`src/rtl/rf_writeback_buffer_if.sv`:
```
// Enqueue-side handshake bundle for rf_writeback_buffer: one pending register write per transfer.
interface rf_writeback_buffer_if #(
  parameter int AW = 5,
  parameter int DW = 32
);
  logic          valid;
  logic          ready;
  logic [AW-1:0] wsel;
  logic [DW-1:0] wdat;

  modport master (output valid, output wsel, output wdat, input ready);
  modport slave  (input valid, input wsel, input wdat, output ready);
endinterface

```
`src/rtl/rf_writeback_buffer.sv`:
```
// Writeback FIFO in front of register_file with optional newest-match read bypass.
// Define RF_WB_BYPASS_EN to enable the bypass; otherwise reads pass straight through.
module rf_writeback_buffer #(
  parameter int DEPTH = 4,
  parameter int AW    = 5,
  parameter int DW    = 32
) (
  input  logic                   CLK,
  input  logic                   RST,
  rf_writeback_buffer_if.slave   enq,
  input  logic                   drain_en,
  output logic                   rf_WEN,
  output logic [AW-1:0]          rf_wsel,
  output logic [DW-1:0]          rf_wdat,
  input  logic [AW-1:0]          rsel1,
  input  logic [AW-1:0]          rsel2,
  input  logic [DW-1:0]          rf_rdat1,
  input  logic [DW-1:0]          rf_rdat2,
  output logic [DW-1:0]          rdat1,
  output logic [DW-1:0]          rdat2,
  output logic [$clog2(DEPTH):0] count,
  output logic                   empty,
  output logic                   full
);
  localparam int PW = $clog2(DEPTH);
  localparam int CW = PW + 1;

  logic [AW-1:0] wsel_mem [DEPTH];
  logic [DW-1:0] wdat_mem [DEPTH];
  logic [PW-1:0] head_reg, tail_reg;
  logic [PW-1:0] head_next, tail_next;
  logic [CW-1:0] count_reg, count_next;
  logic          push, pop;

  assign empty     = (count_reg == '0);
  assign full      = (count_reg == CW'(DEPTH));
  assign count     = count_reg;
  assign enq.ready = !full & !RST;
  // Writes to r0 complete the handshake but never occupy an entry.
  assign push      = enq.valid & enq.ready & (enq.wsel != '0);
  assign rf_WEN    = drain_en & !empty & !RST;
  assign pop       = rf_WEN;
  assign rf_wsel   = wsel_mem[head_reg];
  assign rf_wdat   = wdat_mem[head_reg];

  always_comb begin
    head_next  = pop  ? head_reg + 1'b1 : head_reg;
    tail_next  = push ? tail_reg + 1'b1 : tail_reg;
    count_next = count_reg;
    if (push && !pop)
      count_next = count_reg + 1'b1;
    else if (!push && pop)
      count_next = count_reg - 1'b1;
  end

  always_ff @(posedge CLK) begin
    if (RST) begin
      head_reg  <= '0;
      tail_reg  <= '0;
      count_reg <= '0;
    end else begin
      head_reg  <= head_next;
      tail_reg  <= tail_next;
      count_reg <= count_next;
    end
  end

  always_ff @(posedge CLK) begin
    if (push) begin
      wsel_mem[tail_reg] <= enq.wsel;
      wdat_mem[tail_reg] <= enq.wdat;
    end
  end

`ifdef RF_WB_BYPASS_EN
  logic [DEPTH-1:0] hit1, hit2;
  logic [DW-1:0]    age_dat [DEPTH];

  // Slot gi is the gi-th oldest live entry; the head is included since it is
  // only captured by register_file at the end of this cycle.
  for (genvar gi = 0; gi < DEPTH; gi++) begin : g_age
    logic [PW-1:0] idx;
    logic          live;
    assign idx         = head_reg + PW'(gi);
    assign live        = (count_reg > CW'(gi));
    assign hit1[gi]    = live && (rsel1 != '0) && (wsel_mem[idx] == rsel1);
    assign hit2[gi]    = live && (rsel2 != '0) && (wsel_mem[idx] == rsel2);
    assign age_dat[gi] = wdat_mem[idx];
  end

  always_comb begin
    rdat1 = rf_rdat1;
    rdat2 = rf_rdat2;
    for (int i = 0; i < DEPTH; i++) begin
      if (hit1[i]) rdat1 = age_dat[i];
      if (hit2[i]) rdat2 = age_dat[i];
    end
  end
`else
  logic unused_rsel;
  assign unused_rsel = ^{rsel1, rsel2};
  assign rdat1       = rf_rdat1;
  assign rdat2       = rf_rdat2;
`endif
endmodule

```
`src/flat_wrapper.sv`:
```
// flat-port wrapper written by rule: the top's interface ports become plain ports
module rf_writeback_buffer_flat 
#(
  parameter int DEPTH = 4,
  parameter int AW    = 5,
  parameter int DW    = 32
)
  (CLK, RST, drain_en, rf_WEN, rf_wsel, rf_wdat, rsel1, rsel2, rf_rdat1, rf_rdat2, rdat1, rdat2, count, empty, full, enq_valid, enq_wsel, enq_wdat, enq_ready);
  rf_writeback_buffer_if #(.AW(AW), .DW(DW)) enq_i ();
  input  logic CLK;
  input  logic RST;
  input  logic drain_en;
  output logic rf_WEN;
  output logic [AW-1:0] rf_wsel;
  output logic [DW-1:0] rf_wdat;
  input  logic [AW-1:0] rsel1;
  input  logic [AW-1:0] rsel2;
  input  logic [DW-1:0] rf_rdat1;
  input  logic [DW-1:0] rf_rdat2;
  output logic [DW-1:0] rdat1;
  output logic [DW-1:0] rdat2;
  output logic [$clog2(DEPTH):0] count;
  output logic empty;
  output logic full;
  input wire logic [$bits(enq_i.valid)-1:0] enq_valid;
  input wire logic [$bits(enq_i.wsel)-1:0] enq_wsel;
  input wire logic [$bits(enq_i.wdat)-1:0] enq_wdat;
  output wire logic [$bits(enq_i.ready)-1:0] enq_ready;
  assign enq_i.valid = enq_valid;
  assign enq_i.wsel = enq_wsel;
  assign enq_i.wdat = enq_wdat;
  assign enq_ready = enq_i.ready;
  rf_writeback_buffer #(.DEPTH(DEPTH), .AW(AW), .DW(DW)) u_core (.CLK(CLK), .RST(RST), .enq(enq_i), .drain_en(drain_en), .rf_WEN(rf_WEN), .rf_wsel(rf_wsel), .rf_wdat(rf_wdat), .rsel1(rsel1), .rsel2(rsel2), .rf_rdat1(rf_rdat1), .rf_rdat2(rf_rdat2), .rdat1(rdat1), .rdat2(rdat2), .count(count), .empty(empty), .full(full));
endmodule
```
`config.mk`:
```
export PLATFORM = sky130hd
export DESIGN_NAME = rf_writeback_buffer_flat
export DESIGN_NICKNAME = d
export VERILOG_FILES = /design/src/rtl/rf_writeback_buffer_if.sv /design/src/rtl/rf_writeback_buffer.sv /design/src/flat_wrapper.sv
export SDC_FILE = /design/constraint.sdc
export NUM_CORES = 1
export LEC_CHECK = 0
export ABC_AREA = 1
export CAP_MARGIN = 20
export CORE_MARGIN = 5
export CORE_UTILIZATION = 23
export DETAILED_ROUTE_END_ITERATION = 6
export PLACE_DENSITY_LB_ADDON = 0.2
export SYNTH_ARGS = -nofsm -noshare
export SYNTH_HDL_FRONTEND = slang
export SYNTH_SLANG_ARGS = --single-unit
```
`constraint.sdc`:
```
create_clock -name CLK -period 8.65 [get_ports CLK]
set_clock_uncertainty 0.2 [all_clocks]
set_input_delay 1.73 -clock CLK [delete_from_list [all_inputs] [get_ports CLK]]
set_output_delay 1.73 -clock CLK [all_outputs]
set_load 0.01 [all_outputs]
```
==> results of run 1 <==
-- routing by layer --
metal,up-vias,share of wire (%)
met2,96,49
met1,1797,40
met5,-,0.042
li1,1758,-
met3,81,6.9
met4,2,4.3
-- path summary, 6_finish.rpt --
kind	startpoint	end	slack (ns)	depth (start not counted)
setup reg to reg	u_core.count[0]	u_core.wsel_mem[3][3]	5.74	5
hold reg to reg	u_core.head_reg[1]	flip-flop	0.30	2
setup / recovery	flip-flop	rf_wsel[0]	3.43	6
hold / removal	u_core.head_reg[1]	flip-flop	0.30	2
-- cell families (layout without fill, tap and decap cells) --
family / Yosys count / after routing
buffers and inverters: 105 / 141
DFF: 157 / 157
and+or+nand+nor: 103 / 103
xor gates and xnor gates: 1 / 1
AOI/OAI and AO/OA: 121 / 121
adders and majority gates: 6 / 6
-- cells in the mapped netlist (all sizes together) --
cell	count	area share (%)
xor2	1	0.14
o21ai	78	6.0
o22ai	37	3.6
buf	77	9.2
a21oi	6	0.46
dfxtp	9	2.8
nand4	1	0.097
nand2	11	0.64
clkbuf	10	0.60
ha	5	0.97
nand3	5	0.46
inv	18	1.0
fa	1	0.31
nor2	86	5.0
edfxtp	148	69
-- report_power, final --
group          internal [mW]  switching [mW]
clock                  0.453           0.300
combinational          0.104           0.130
sequential             0.861         0.00931
total                   1.42           0.439
-- final cells by class --
cell class	count	area (µm²)	share of cell area, %
well taps	378	473	6.04
clock buffers	17	425	5.43
inverters	18	67.6	0.862
clock inverters	14	169	2.16
multi-input cells	231	1170	15.0
flip-flops and latches	157	4630	59.0
repair buffers	92	901	11.5
-- cells in the final DEF (no fill, tap or decap) --
cell / count
a21oi_1: 6
buf_4: 8
bufinv_16: 3
clkbuf_16: 17
clkdlybuf4s50_1: 84
clkinv_1: 2
clkinv_2: 1
clkinv_4: 2
clkinvlp_4: 3
dfxtp_1: 7
dfxtp_2: 2
edfxtp_1: 148
fa_1: 1
ha_1: 5
inv_1: 17
inv_2: 1
inv_6: 3
nand2_1: 11
nand3_1: 4
nand3_2: 1
nand4_1: 1
nor2_1: 82
nor2_4: 4
o21ai_0: 51
o21ai_1: 27
o22ai_1: 37
xor2_1: 1
-- worst register-to-register path, cell delays in order (launching register included) --
cell and delay, ns:
dfxtp_1 0.41, nor2_1 0.11, a21oi_1 0.25, nand3_1 0.40, nor2_4 0.72, buf_4 0.46
-- through the flow --
step                      std cells  worst slack (ns)
after CTS                       907              3.34
after floorplan                 493              4.20
final                           907              3.43
after global routing            907              3.18
after global placement          876              3.46
after detailed placement        876              3.47
==> results_dict.tcl, run 1 <==
set metrics [dict create \
    synth_seq_area_share_pct 71.4 \
    cts_inserted_buffers 17 \
    gr-usage-met2_pct 17.5 \
    cpPeakStageDelay_ns 0.60 \
    worstPathRequired_ns 6.72 \
    layout_min_cycle_time_ns 5.22 \
    cts_root_buf "clkbuf_16" \
    synth_compound_area_share_pct 10.1 \
    dpl-instance-area_um2 7240 \
    crit_chain "buf_4 > inv_2 > buf_4 > o21ai_0 > o22ai_1 > clkdlybuf4s50_1" \
    timing.final.crit_share_pct 60.3 \
    critPathCaptureType "primary output" \
    synth_area_per_cell_um2 13.1 \
    die_h_um 178 \
    rsz0062_at_grt "no" \
    ir_drop_v 0.000112 \
    syn_nets 614 \
    grt_pass1_vias 3947 \
    gr-usage-met1_pct 12.1 \
    path_buf_inv 4 \
    start_util_pct 23.3 \
    crit_slowest_cell "clkdlybuf4s50_1" \
    grt_max_degree 76 \
    cp_common_cell "buf_4" \
    largest_reg_flops 128 \
    path_class "flip-flop to primary output" \
    drc_errors 0 \
    synth_fa_ha_area_share_pct 1.28 \
    ys_types 21 \
    post_synth_instance_area_um2 6470 \
    synthMuxAreaShare_pct 0 \
    drt_iter0_markers 188 \
    syn_inst 493 \
    synth_top_family_by_area "buffers and inverters" \
    port_buffers 84 \
    cp_top_family "buffers and inverters" \
    hold_violations 0 \
    cts-htree-levels 4 \
    slew-limit-headroom_pct 44.1 \
    ys_seq_elements 157 \
    overflow 0 \
    path_max_fanout 75 \
    p_leak_nw 2.56 \
    fillers 2800 \
    cts_post_setup_buffers_inserted 0 \
    yosys.area_share.simple_pct 6.19 \
    firstDrtPassIters 4 \
    wl_um 16500 \
    clkTransAtPathRegs_ns 0.07 \
    num_vias 3734 \
    nets 638 \
    whs_ns 0.302 \
    place_hpwl_um 10100 \
    wire_per_inst_um 18.2 \
    synthXorXnorAreaFrac_pct 0.135 \
    drive_gt1_share_pct 8.51 \
    fp.coreArea_um2 27800 \
    grt_busiest_layer "met2" \
    fin_tns_setup_ns 0 \
    power.density_nw_per_um2 237 \
    fin_util_pct 28.2 \
    postCtsHoldBufs 0 \
    vias_per_cell 4.12 \
    area_delta_synth_final_pct 21.1 \
    outcome "completed" \
    place.gp.congestion 0.740 \
    numClockSinks 157 \
    clockBufferDepth 2 \
    arrival_ns 3.29 \
    grt_pass1_wl_um 24500 \
    use_met3_pct 4.03 \
    ant_nets 0 \
    worst_pin_slew_ns 0.839 \
    clock_latency_ns 0.42 \
    dieArea_um2 31600 \
    max_freq_mhz 192 \
    hp-class "flip-flop to flip-flop" \
    grt_antenna_before_repair 1 \
    ys_warn_count 0 \
    worstSetupStartpointType "flip-flop" \
    power_mw 1.86 \
    io-pin-count 223 \
    cts.repair.resized 0 \
    drv_slew 0 \
    die_w_um 178 \
    finalSetupViolations 0 \
    stdcell_area_um2 7840 \
    diodes 0 \
    cts_tree "yes" \
    grt_use_total_pct 10.6 \
    rows 61 \
    maxCapViolCount 0 \
]
Power figures use the tool's default switching activity.
==> inputs of run 2 (changes only) <==
clock period = 4.8 ns   (was 8.65 ns; I/O delays follow)
==> results_dict.tcl, run 2 (synthesis gave the netlist of run 1 again) <==
set metrics [dict create \
    port_buffers 84 \
    drv_slew 0 \
    grt_use_total_pct 10.5 \
    clkPwrFrac_pct 42.0 \
    finalSetupViolations 0 \
    gr-usage-met1_pct 11.6 \
    comb_power_share_pct 12.1 \
    firstDrtPassIters 5 \
    largest_reg_flops 128 \
    layout_min_cycle_time_ns 3.92 \
    cts.repair.resized 0 \
    wl_um 16500 \
    diodes 0 \
    grt_pass1_vias 3993 \
    cts_tree "yes" \
    path_buf_inv 2 \
    die_w_um 178 \
    slew-limit-headroom_pct 48.5 \
    grt_pass1_wl_um 24400 \
    fp.coreArea_um2 27800 \
    die_h_um 178 \
    num_vias 3813 \
    p_int_mw 2.67 \
    nets 641 \
    path_class "flip-flop to primary output" \
    fin_util_pct 28.6 \
    cts_inserted_buffers 17 \
    power.density_nw_per_um2 434 \
    arrival_ns 2.76 \
    clockBufferDepth 2 \
    start_util_pct 23.3 \
    path_max_fanout 37 \
    place_hpwl_um 10200 \
    grt_max_degree 75 \
    ir_drop_v 0.000202 \
    place.gp.congestion 0.728 \
    worstPathRequired_ns 3.64 \
    use_met3_pct 3.30 \
    cpPeakStageDelay_ns 0.82 \
    p_leak_nw 2.61 \
    area_delta_synth_final_pct 22.7 \
    numClockSinks 157 \
    clock_latency_ns 0.41 \
    max_freq_mhz 255 \
    drc_errors 0 \
    layout_commonest_cell "edfxtp_1" \
    fin_tns_setup_ns 0 \
    switchingPower_uw 782 \
    rsz0062_at_grt "no" \
    worstSetupStartpointType "flip-flop" \
    clkTransAtPathRegs_ns 0.06 \
    dieArea_um2 31600 \
    switching_share_pct 22.7 \
    worst_pin_slew_ns 0.772 \
    cts_root_buf "clkbuf_16" \
    ant_nets 0 \
    cts_post_setup_buffers_inserted 0 \
    hp-class "flip-flop to flip-flop" \
    maxCapViolCount 0 \
    outcome "completed" \
    cp_top_family "buffers and inverters" \
    cts-htree-levels 4 \
    timing.final.crit_share_pct 81.6 \
    crit_chain "buf_4 > o21ai_0 > o22ai_1 > clkdlybuf4s50_1" \
    grt_busiest_layer "met2" \
    drive_gt1_share_pct 9.23 \
    drt_iter0_markers 210 \
    critPathCaptureType "primary output" \
    hold_violations 0 \
    mostFrequentLayoutCells "148 x edfxtp_1, 84 x clkdlybuf4s50_1, 82 x nor2_1" \
    grt_antenna_before_repair 1 \
    wire_per_inst_um 18.1 \
    overflow 0 \
    vias_per_cell 4.19 \
    io-pin-count 223 \
    postCtsHoldBufs 0 \
    crit_slowest_cell "dfxtp_2" \
    gr-usage-met2_pct 17.8 \
    rows 61 \
    seqPwrFrac_pct 45.8 \
]
-- run 2: changes by cell type in the layout (fill, tap and decap cells not counted) --
cell       delta
inv_6         -1
bufinv_16     +2
clkinv_4      +1
buf_12        +3
clkinv_1      -2
clkinv_2      -1
-- run 2: metrics by stage --
step | setup WS (ns) | instances | instance area, µm² | total power, mW | hold slack (ns)
4_1_cts | 0.755 | 909 | 7940 | 3.50 | 0.307
5_1_grt | 0.646 | 909 | 7940 | 3.59 | 0.345
6_report | 0.881 | 909 | 7940 | 3.45 | 0.304
3_5_place_dp | 1.16 | 879 | 7300 | 2.04 | 0.297
2_1_floorplan | 1.12 | 493 | 6470 | 1.85 | 0.264
3_3_place_gp | 1.16 | 879 | 7300 | 2.03 | 0.287
-- run 2: worst paths after layout --
path | start | to | depth (start not counted) | slack (ns)
worst min register to register | u_core.tail_reg[1] | u_core.tail_reg[1] | 2 | 0.30
worst max-delay path | flip-flop | rf_wdat[20] | 4 | 0.88
worst min-delay path | u_core.tail_reg[1] | u_core.tail_reg[1] | 2 | 0.30
worst max register to register | u_core.count[0] | u_core.wdat_mem[2][27] | 5 | 2.30
-- run 2: routing by layer --
layer  wire (µm)  vias up
met5           7        -
met1        6470     1855
met2        8190      102
li1            -     1768
met3        1030       86
met4         774        2
-- run 2: power by group through the flow --
stage	logic, mW	clock network, mW	registers (mW)
floorplan	0.254	0	1.60
global placement	0.423	0	1.61
detailed placement	0.427	0	1.61
CTS	0.430	1.48	1.58
global route	0.457	1.55	1.59
finish	0.418	1.45	1.58
-- run 2: final cells by class --
cell class / count / area [µm²]
fill: 2830 / 19800
timing repair buffer: 95 / 961
clock inverter: 13 / 216
inverter: 18 / 67.6
sequential: 157 / 4630
multi-input combinational: 231 / 1170
clock buffer: 17 / 425
tap: 378 / 473
-- run 2: tightest hold or removal path, delay by kind of cell (launching register included) --
kind,cells,cell delay (ns)
flip-flops,1,0.34
AND/OR/NAND/NOR,2,0.12
==> inputs of run 3 (changes only) <==
clock period = 4.05 ns   (was 4.8 ns; I/O delays follow)
==> results_dict.tcl, run 3 (synthesis gave the netlist of run 1 again) <==
set metrics [dict create \
    hold_violations 0 \
    cpPeakStageDelay_ns 0.62 \
    pre_cts_ws_ns 0.691 \
    power_mw 3.95 \
    fin_util_pct 28.4 \
    ant_nets 0 \
    drc_errors 0 \
    postCtsHoldBufs 0 \
    placedCellCount 881 \
    worst_pin_slew_ns 0.811 \
    num_vias 3792 \
    arrival_ns 2.55 \
    place.gp.congestion 0.720 \
    cts_tree "yes" \
    rsz0062_at_grt "no" \
    cp_top_family "buffers and inverters" \
    largest_reg_flops 128 \
    drt_iter0_markers 216 \
    cts.repair.resized 0 \
    path_buf_inv 2 \
    clkTransAtPathRegs_ns 0.06 \
    overflow 0 \
    io-pin-count 223 \
    rows 61 \
    grt_pass1_wl_um 24400 \
    nets 643 \
    place_hpwl_um 10300 \
    timing.final.crit_share_pct 87.9 \
    layoutNonFillerInstCount 912 \
    fp.coreArea_um2 27800 \
    grt_antenna_before_repair 1 \
    power.density_nw_per_um2 501 \
    layout_min_cycle_time_ns 3.56 \
    wl_um 16600 \
    maxCapViolCount 0 \
    clock_latency_ns 0.41 \
    dpl-instance-area_um2 7290 \
    drv_slew 0 \
    clockBufferDepth 2 \
    die_w_um 178 \
    critPathCaptureType "primary output" \
    grt_max_degree 75 \
    cts_root_buf "clkbuf_16" \
    max_freq_mhz 281 \
    cts_inserted_buffers 17 \
    outcome "completed" \
    grt_pass1_vias 3959 \
    worstSetupStartpointType "flip-flop" \
    drive_gt1_share_pct 9.36 \
    firstDrtPassIters 4 \
    fin_tns_setup_ns 0 \
    vias_per_cell 4.16 \
    worstPathRequired_ns 3.04 \
    hp-class "flip-flop to flip-flop" \
    stdcell_area_um2 7890 \
    ir_drop_v 0.000255 \
    dieArea_um2 31600 \
    grt_use_total_pct 10.6 \
    diodes 0 \
    mostFrequentLayoutCells "148 x edfxtp_1, 84 x clkdlybuf4s50_1, 82 x nor2_1" \
    fin_ws_ns 0.490 \
    cts-htree-levels 4 \
    start_util_pct 23.3 \
    area_delta_synth_final_pct 21.8 \
    path_max_fanout 74 \
    whs_ns 0.296 \
    path_class "flip-flop to primary output" \
    cts_post_setup_buffers_inserted 0 \
    slew-limit-headroom_pct 46.0 \
    die_h_um 178 \
    wire_per_inst_um 18.2 \
    finalSetupViolations 0 \
    crit_slowest_cell "buf_4" \
    p_leak_nw 2.59 \
    port_buffers 84 \
    crit_chain "buf_4 > o21ai_0 > o22ai_1 > clkdlybuf4s50_1" \
    numClockSinks 157 \
    layout_commonest_cell "edfxtp_1" \
]
-- run 3: cell types whose count changed in the layout (fill, tap and decap cells not counted), sizes merged --
cell,delta
buf,+2
bufinv,-2
clkbuf,+1
clkinvlp,+1
inv,+1
-- run 3: layer usage --
| metal | part of all wire, % | routed length, µm | global-route usage (%) |
|---|---|---|---|
| met4 | 4.5 | 746 | 5.93 |
| met3 | 5.6 | 934 | 3.11 |
| met2 | 49 | 8100 | 17.5 |
| met1 | 41 | 6800 | 12.2 |
| met5 | 0.078 | 13 | 0 |
-- run 3: worst reg2reg max path, cell delays in order, from the launching register on --
cell and delay [ns]:
dfxtp_1 0.42, nor2_1 0.11, a21oi_1 0.27, nand3_1 0.42
nor2_4 0.22, buf_4 0.37
-- run 3: layout make-up --
type                       count  area (µm²)
tap                          378         473
fill                        2857       19900
multi-input combinational    231        1170
clock inverter                13         164
timing repair buffer          97         951
sequential                   157        4630
inverter                      18        67.6
clock buffer                  18         429
-- run 3: report_power, final --
part	total [mW]	leakage [nW]	switching, mW	internal [mW]
combinational	0.506	0.897	0.278	0.227
clock	1.59	0.277	0.618	0.969
sequential	1.86	1.42	0.0213	1.84
total	3.95	2.59	0.917	3.03
-- run 3: path summary, 6_finish.rpt --
path         slack [ns]               start  cells past startpoint                endpoint
min                0.30  u_core.head_reg[1]                      2               flip-flop
min reg2reg        0.30  u_core.head_reg[1]                      2               flip-flop
max reg2reg        1.68     u_core.count[0]                      5  u_core.wdat_mem[0][15]
max                0.49           flip-flop                      4             rf_wdat[30]
